`src/rtl/tf_feeder.sv`:
```
// Twiddle-factor feeder: sweeps the twiddle BRAM and pushes each word REPEAT times.
// Define TF_FEEDER_CONJ_EN to push conj(W) by flipping the imaginary sign bit.
module tf_feeder #(
  parameter int FLOAT_LEN   = 32,
  parameter int TF_NUM      = 8,
  parameter int TF_ADDR_LEN = 3,
  parameter int REPEAT      = 4,
  parameter int RD_LAT      = 1
) (
  input  logic                   clk,
  input  logic                   rst,
  input  logic                   start,
  output logic                   busy,
  output logic                   done,
  output logic                   tf_rd_en,
  output logic [TF_ADDR_LEN-1:0] tf_addr,
  input  logic [2*FLOAT_LEN-1:0] tf_data,
  output logic [2*FLOAT_LEN-1:0] fifo_din,
  output logic                   fifo_wr_en,
  input  logic                   fifo_full
);

  localparam int DW    = 2*FLOAT_LEN;
  localparam int IDX_W = TF_ADDR_LEN + 1;
  localparam int REP_W = (REPEAT > 1) ? $clog2(REPEAT) : 1;
  localparam int LAT_W = (RD_LAT > 1) ? $clog2(RD_LAT) : 1;

  localparam logic [IDX_W-1:0] IDX_LAST = IDX_W'(TF_NUM - 1);
  localparam logic [REP_W-1:0] REP_LAST = REP_W'(REPEAT - 1);
  localparam logic [LAT_W-1:0] LAT_LOAD = LAT_W'(RD_LAT - 1);

  typedef enum logic [2:0] {
    IDLE,
    READ,
    WAIT,
    PUSH,
    DONE
  } state_t;

  state_t           state;
  logic [IDX_W-1:0] idx;
  logic [IDX_W-1:0] idx_nxt;
  logic [REP_W-1:0] rep;
  logic [LAT_W-1:0] wcnt;
  logic [DW-1:0]    cap;

`ifdef TF_FEEDER_CONJ_EN
  localparam logic [DW-1:0] CONJ_MASK = DW'(1) << (FLOAT_LEN - 1);
  assign cap = tf_data ^ CONJ_MASK;
`else
  assign cap = tf_data;
`endif

  // Gated by full combinationally so a write never lands on a full FIFO.
  assign fifo_wr_en = (state == PUSH) & ~fifo_full;
  assign idx_nxt    = idx + 1'b1;

  always_ff @(posedge clk or negedge rst) begin
    if (!rst) begin
      state    <= IDLE;
      busy     <= 1'b0;
      done     <= 1'b0;
      tf_rd_en <= 1'b0;
      tf_addr  <= '0;
      fifo_din <= '0;
      idx      <= '0;
      rep      <= '0;
      wcnt     <= '0;
    end else begin
      unique case (state)
        IDLE: begin
          if (start) begin
            state    <= READ;
            busy     <= 1'b1;
            tf_rd_en <= 1'b1;
            tf_addr  <= '0;
            idx      <= '0;
            rep      <= '0;
          end
        end
        READ: begin
          tf_rd_en <= 1'b0;
          wcnt     <= LAT_LOAD;
          state    <= WAIT;
        end
        WAIT: begin
          if (wcnt == '0) begin
            fifo_din <= cap;
            state    <= PUSH;
          end else begin
            wcnt <= wcnt - 1'b1;
          end
        end
        PUSH: begin
          if (fifo_wr_en) begin
            if (rep == REP_LAST) begin
              rep <= '0;
              if (idx == IDX_LAST) begin
                state <= DONE;
                done  <= 1'b1;
              end else begin
                idx      <= idx_nxt;
                tf_addr  <= idx_nxt[TF_ADDR_LEN-1:0];
                tf_rd_en <= 1'b1;
                state    <= READ;
              end
            end else begin
              rep <= rep + 1'b1;
            end
          end
        end
        DONE: begin
          done  <= 1'b0;
          busy  <= 1'b0;
          state <= IDLE;
        end
        default: state <= IDLE;
      endcase
    end
  end

endmodule

```
`config.mk`:
```
export PLATFORM = sky130hd
export DESIGN_NAME = tf_feeder
export DESIGN_NICKNAME = d
export VERILOG_FILES = /design/src/rtl/tf_feeder.sv
export SDC_FILE = /design/constraint.sdc
export NUM_CORES = 1
export LEC_CHECK = 0
export ABC_AREA = 1
export CORE_MARGIN = 2
export CORE_UTILIZATION = 30
export CTS_BUF_LIST = sky130_fd_sc_hd__clkbuf_16
export DETAILED_ROUTE_END_ITERATION = 12
export PLACE_DENSITY = 0.66
export SYNTH_ARGS = -nofsm -noshare
export SYNTH_HDL_FRONTEND = slang
export SYNTH_SLANG_ARGS = --single-unit
```
`constraint.sdc`:
```
create_clock -name clk -period 2.5 [get_ports clk]
set_clock_uncertainty 0.05 [all_clocks]
set_input_delay 0.25 -clock clk [delete_from_list [all_inputs] [get_ports clk]]
set_output_delay 0.25 -clock clk [all_outputs]
set_load 0.005 [all_outputs]
```
# [Yosys cells after proc, flatten, opt, wreduce, memory -nomap -nowiden]
# Index checks and enable logic that the tools add are counted.
[totals] rom_bits=0 mem_count=0 regBits=80 ram_bits=0 latchBits=0
[classes] n_reduce_logical=13 mul=0 add_sub_neg=3 n_lt_le_gt_ge=0 div_mod_pow=0 muxes=32 n_shift=0 n_eq_ne=12 n_bitwise=3
[op_table] op="3-bit 2-to-1 mux" n=9
[op_table] op="4-bit 2-to-1 mux" n=4
[op_table] op="3-bit case mux with 4 select lines" n=1
[op_table] op="5-bit AND reduction" n=2
[op_table] op="1-bit 2-to-1 mux" n=8
[op_table] op="2-bit inequality test (second input constant)" n=4
[op_table] op="4-bit case mux with 2 select lines" n=1
[op_table] op="4-bit AND reduction" n=2
[op_table] op="2-bit nonzero test" n=4
[op_table] op="3-bit by 2-bit equality test with 1-bit output (second input constant)" n=2
[op_table] op="2-bit 2-to-1 mux" n=3
[op_table] op="1-bit case mux with 2 select lines" n=3
[op_table] op="3-bit case mux with 2 select lines" n=1
[op_table] op="4-bit by 1-bit adder with 4-bit output (second input constant)" n=1
[op_table] op="4-bit by 3-bit equality test with 1-bit output (second input constant)" n=1
[op_table] op="2-bit by 1-bit inequality test with 1-bit output (second input constant)" n=2
[op_table] op="2-bit case mux with 2 select lines" n=1
[op_table] op="2-bit AND reduction" n=2
[op_table] op="3-bit by 1-bit equality test with 1-bit output (second input constant)" n=1
[op_table] op="3-bit equality test (second input constant)" n=1
[op_table] op="3-bit zero test" n=1
[op_table] op="1-bit case mux with 3 select lines" n=1
[op_table] op="3-bit AND reduction" n=1
[op_table] op="3-bit nonzero test" n=1
[op_table] op="5 further kinds" n=6

# [Longest topological paths before layout]
[logic_depth] word_depth=5 ltp_mapped=8

# [Least setup slack after synthesis]
# No wires, ideal clock.
[synth_path] path_type="flip-flop to flip-flop" from="register state[2]" to="register fifo_din[16]" setup_time_ns=0.125 period_less_slack_ns=1.336 required_ns=2.325 setup_slack_ns=1.164 stages_incl_launch_ff=6 arrival_ns=1.160 path_buffers=2 cell_sequence="dfrtp_1 inv_2 nand3_2 buf_6 buf_6 mux2_4"
[synth_via] elab_chain_cells=2
[synth_lines] element="start: declaration" line_no="40" text="state_t state;"
[synth_lines] element="start signal: assignment" line_no="60" text="state <= IDLE;"
[synth_lines] element="start signal: assignment" line_no="73" text="state <= READ;"
[synth_lines] element="start signal: assignment" line_no="84" text="state <= WAIT;"
[synth_lines] element="3-bit by 2-bit equality test with 1-bit output" line_no="70" text="unique case (state)"
[synth_lines] element="2-bit AND reduction (no line)"
[synth_lines] element="end signal: assignment" line_no="88" text="fifo_din <= cap;"
[synth_lines] element="end: declaration" line_no="18" text="output logic [2*FLOAT_LEN-1:0] fifo_din,"
# No other way between the ends.
# A chain may end at the register's enable or synchronous reset.

# [Worst setup path in the final report]
[layout_path] from="register state[1]" to="output port fifo_wr_en"
[layout_via] elab_chain_cells=2
[layout_lines] element="3-bit by 2-bit equality test with 1-bit output" line_no="55" text="assign fifo_wr_en = (state == PUSH) & ~fifo_full;"
[layout_lines] element="1-bit AND" line_no="55"
[layout_lines] element="end: declaration" line_no="19" text="output logic fifo_wr_en,"
# No other way between the ends.

==> results.json <==
{
  "cp_slowest_stage_delay_ns": 0.51,
  "synthCells": 233,
  "chipWidth_um": 108,
  "core_area_mm2": 0.0104,
  "tritoncts": "done",
  "max_cap_violations": 0,
  "min_path_type": "input port to async pin",
  "cts_buffers": 9,
  "grt_max_degree": 77,
  "initial_utilization_pct": 31.2,
  "fraction_of_the_mapped_netlist_area_in_compound_gates_pct": 1.70,
  "routedLengthMet1_um": 3130,
  "critPathMaxFanout": 7,
  "measured_slew_at_the_worst_slew_check_pin_ns": 0.960,
  "maximum_vdd_drop_uv": 602,
  "post_cts.repair.setup_buffers": 0,
  "hold_buf_cts": 0,
  "grt_pass1_vias": 2310,
  "ff_latch_area_mm2": 0.00190,
  "top_level_ports": 139,
  "synthesis.area_per_instance_um2": 13.9,
  "cts_max_path_buffers": 2,
  "remaining_drc_errors": 0,
  "ys_seq_elements": 76,
  "routabilityCongestion": 0.786,
  "power.leakage_nw": 2.30,
  "layout.nets": 443,
  "final-setup-viol-count": 0,
  "synth_cell_types": 21,
  "dr_wl_met2_um": 3430,
  "grt_first_pass_wirelength_um": 11300,
  "route.vias.total": 2276,
  "wirelength_um": 7280,
  "port_buffers": 138,
  "floorplan.die.height_um": 108,
  "core.rowCount": 37,
  "cts.sinks": 76,
  "finalWorstPathRequiredPeriod_ns": 2.18,
  "multiInputGateArea_mm2": 0.00120,
  "ys_seq_area_share_pct": 58.6,
  "cts_max_level": 3,
  "synth_simple_gate_area_share_pct": 7.78,
  "worst_path_dominant_cell_family": "buffers and inverters",
  "synth_fa_ha_area_share_pct": 0.771,
  "layout.cell_area.non_filler_mm2": 0.00505,
  "netlist_area_mm2": 0.00325,
  "die_area_mm2": 0.0117,
  "finalHoldViolCount": 0,
  "crit_path_slowest_cell": "sky130_fd_sc_hd__clkdlybuf4s50_1",
  "slew_headroom_pct": 36.0,
  "hpwl_um": 5080,
  "post_drt_wl_per_cell_um": 14.2,
  "yosys.area_share.xor_xnor_pct": 0,
  "grt_overflow": 0,
  "dr_wl_met3_um": 653,
  "synth_top_family_by_area": "multiplexers",
  "highest-signal-layer": "met4",
  "cts_resized": 0,
  "critical_path_class": "flip-flop to output pin",
  "design_power_total_mw": 6.90,
  "synth.net_count": 303,
  "clk_latency_ns": 0.32,
  "critical_path_data_required_time_ns": 2.20,
  "run_status": "completed",
  "rsz0062_at_grt": "no",
  "dr.first_iter.drc_count": 52,
  "fillers": 918,
  "area_growth_syn_to_layout_pct": 55.6,
  "final.period_utilization_pct": 87.4,
  "arrival_time_at_the_worst_endpoint_ns": 1.88,
  "grt_usage_pct": 12.4,
  "critical_path.cell_chain": "nand2_1 > nor2_2 > nand2_1 > inv_1 > clkdlybuf4s50_1",
  "critical_path.endpoint_type": "output pin",
  "antenna_left": 0,
  "firstDrtPassIters": 4,
  "post_drt_via_cell_ratio": 4.43,
  "clk_root_buffer_cell": "sky130_fd_sc_hd__clkbuf_16",
  "post_route_cells_drive_above_1_share_pct": 22.5,
  "maxSlewViolCount": 0,
  "power_density_mw_per_mm2": 1370,
  "timing.critical_path.from_type": "flip-flop",
  "number_of_antenna_violations_at_the_first_check_in_global_routing": 0,
  "n_antenna_cell": 0,
  "max_freq_mhz": 458,
  "worst_setup_hold_path_clk_slew_ns": 0.06,
  "post_dp_cell_area_mm2": 0.00473,
  "post_route_setup_tns_ns": 0,
  "yosys-mux-area-fraction_pct": 26.6,
  "critical_path.most_common_cell": "sky130_fd_sc_hd__nand2_1",
  "synthesis.yosys.warnings": 0,
  "cp.buffers_inverters": 2
}
## layout by cell type, fill, tap and decap left out, types with 2 or more instances in the layout
cell type                         count
sky130_fd_sc_hd__o21bai_1             4
sky130_fd_sc_hd__o21ai_0              2
sky130_fd_sc_hd__nor2_1              11
sky130_fd_sc_hd__a21oi_1              3
sky130_fd_sc_hd__mux2_4              38
sky130_fd_sc_hd__ha_1                 2
sky130_fd_sc_hd__nand3_1             12
sky130_fd_sc_hd__clkbuf_16            9
sky130_fd_sc_hd__inv_1               16
sky130_fd_sc_hd__mux2_2              26
sky130_fd_sc_hd__bufinv_16            2
sky130_fd_sc_hd__dfrtp_1             76
sky130_fd_sc_hd__nand4_1              2
sky130_fd_sc_hd__nand2_1             26
sky130_fd_sc_hd__clkdlybuf4s50_1    137
sky130_fd_sc_hd__clkinvlp_4           2
## final timing paths
check | startpoint | endpoint | slack (ns) | cells past startpoint
max reg2reg | state[2] | fifo_din[58] | 0.88 | 4
max in group asynchronous | rst | idx[3] | 1.74 | 1
max | state[1] | fifo_wr_en | 0.32 | 5
min reg2reg | tf_rd_en | tf_rd_en | 0.42 | 2
min | rst | fifo_din[38] | 0.02 | 1
min in group clk | tf_rd_en | tf_rd_en | 0.42 | 2
## power by group
| group | leakage (nW) | switching (mW) | internal, mW |
|---|---|---|---|
| registers | 0.894 | 0.366 | 1.87 |
| logic | 1.25 | 1.13 | 2.18 |
| clock network | 0.151 | 0.496 | 0.870 |
## flip-flops by register name, summed over array words and instances, names as in the netlist
name,count
busy,1
tf_rd_en,1
idx,2
fifo_din,64
done,1
tf_addr,2
state,3
rep,2
## final cells by class
class                      instances  area share [%]
sequential                        76            37.7
timing repair buffer             139            27.7
multi-input combinational        131            23.8
clock buffer                       9            4.46
tap                              136            3.37
clock inverter                     7            1.81
inverter                          16            1.19
## synthesized netlist by cell type
cell                        n  share of area (%)
sky130_fd_sc_hd__o21bai_1   4               0.92
sky130_fd_sc_hd__nor2_2     1               0.19
sky130_fd_sc_hd__nand3_1   12                1.8
sky130_fd_sc_hd__a21oi_1    3               0.46
sky130_fd_sc_hd__ha_1       2               0.77
sky130_fd_sc_hd__nand2_2    1               0.19
sky130_fd_sc_hd__nand2_1   26                3.0
sky130_fd_sc_hd__nor2_1    11                1.3
sky130_fd_sc_hd__buf_4      3               0.69
sky130_fd_sc_hd__nor3b_1    1               0.23
sky130_fd_sc_hd__buf_2      2               0.31
sky130_fd_sc_hd__nand3_2    1               0.31
sky130_fd_sc_hd__mux2_2    26                9.0
sky130_fd_sc_hd__mux2_4    38                 18
sky130_fd_sc_hd__dfrtp_1   76                 59
sky130_fd_sc_hd__inv_2      1               0.12
sky130_fd_sc_hd__nand2_4    1               0.35
sky130_fd_sc_hd__o21ai_0    2               0.31
sky130_fd_sc_hd__inv_1     15                1.7
sky130_fd_sc_hd__nand4_1    2               0.39
sky130_fd_sc_hd__buf_6      5                1.7
## layer usage
layer	vias up	global-route usage [%]
met2	88	19.5
met5	-	0
met4	0	4.40
li1	1062	-
met1	1119	15.7
met3	7	4.64
## cell families (layout without fill, tap and decap cells)
family	after synthesis	after routing
AOI/OAI and AO/OA	9	9
adders and majority gates	2	2
buffers and inverters	26	171
DFF	76	76
muxes	64	64
and+or+nand+nor	56	56
## metrics by stage
step                cells  hold slack, ns  setup slack, ns  utilization [%]
floorplan             233         -0.0956             1.16                -
global placement      498           0.411            0.698             45.5
detailed placement    498           0.410            0.668             45.5
CTS                   514          0.0629            0.301             48.5
global route          514           0.117            0.148             48.5
finish                514          0.0165            0.315             48.5
No activity file was read; power rests on OpenSTA's default activity.
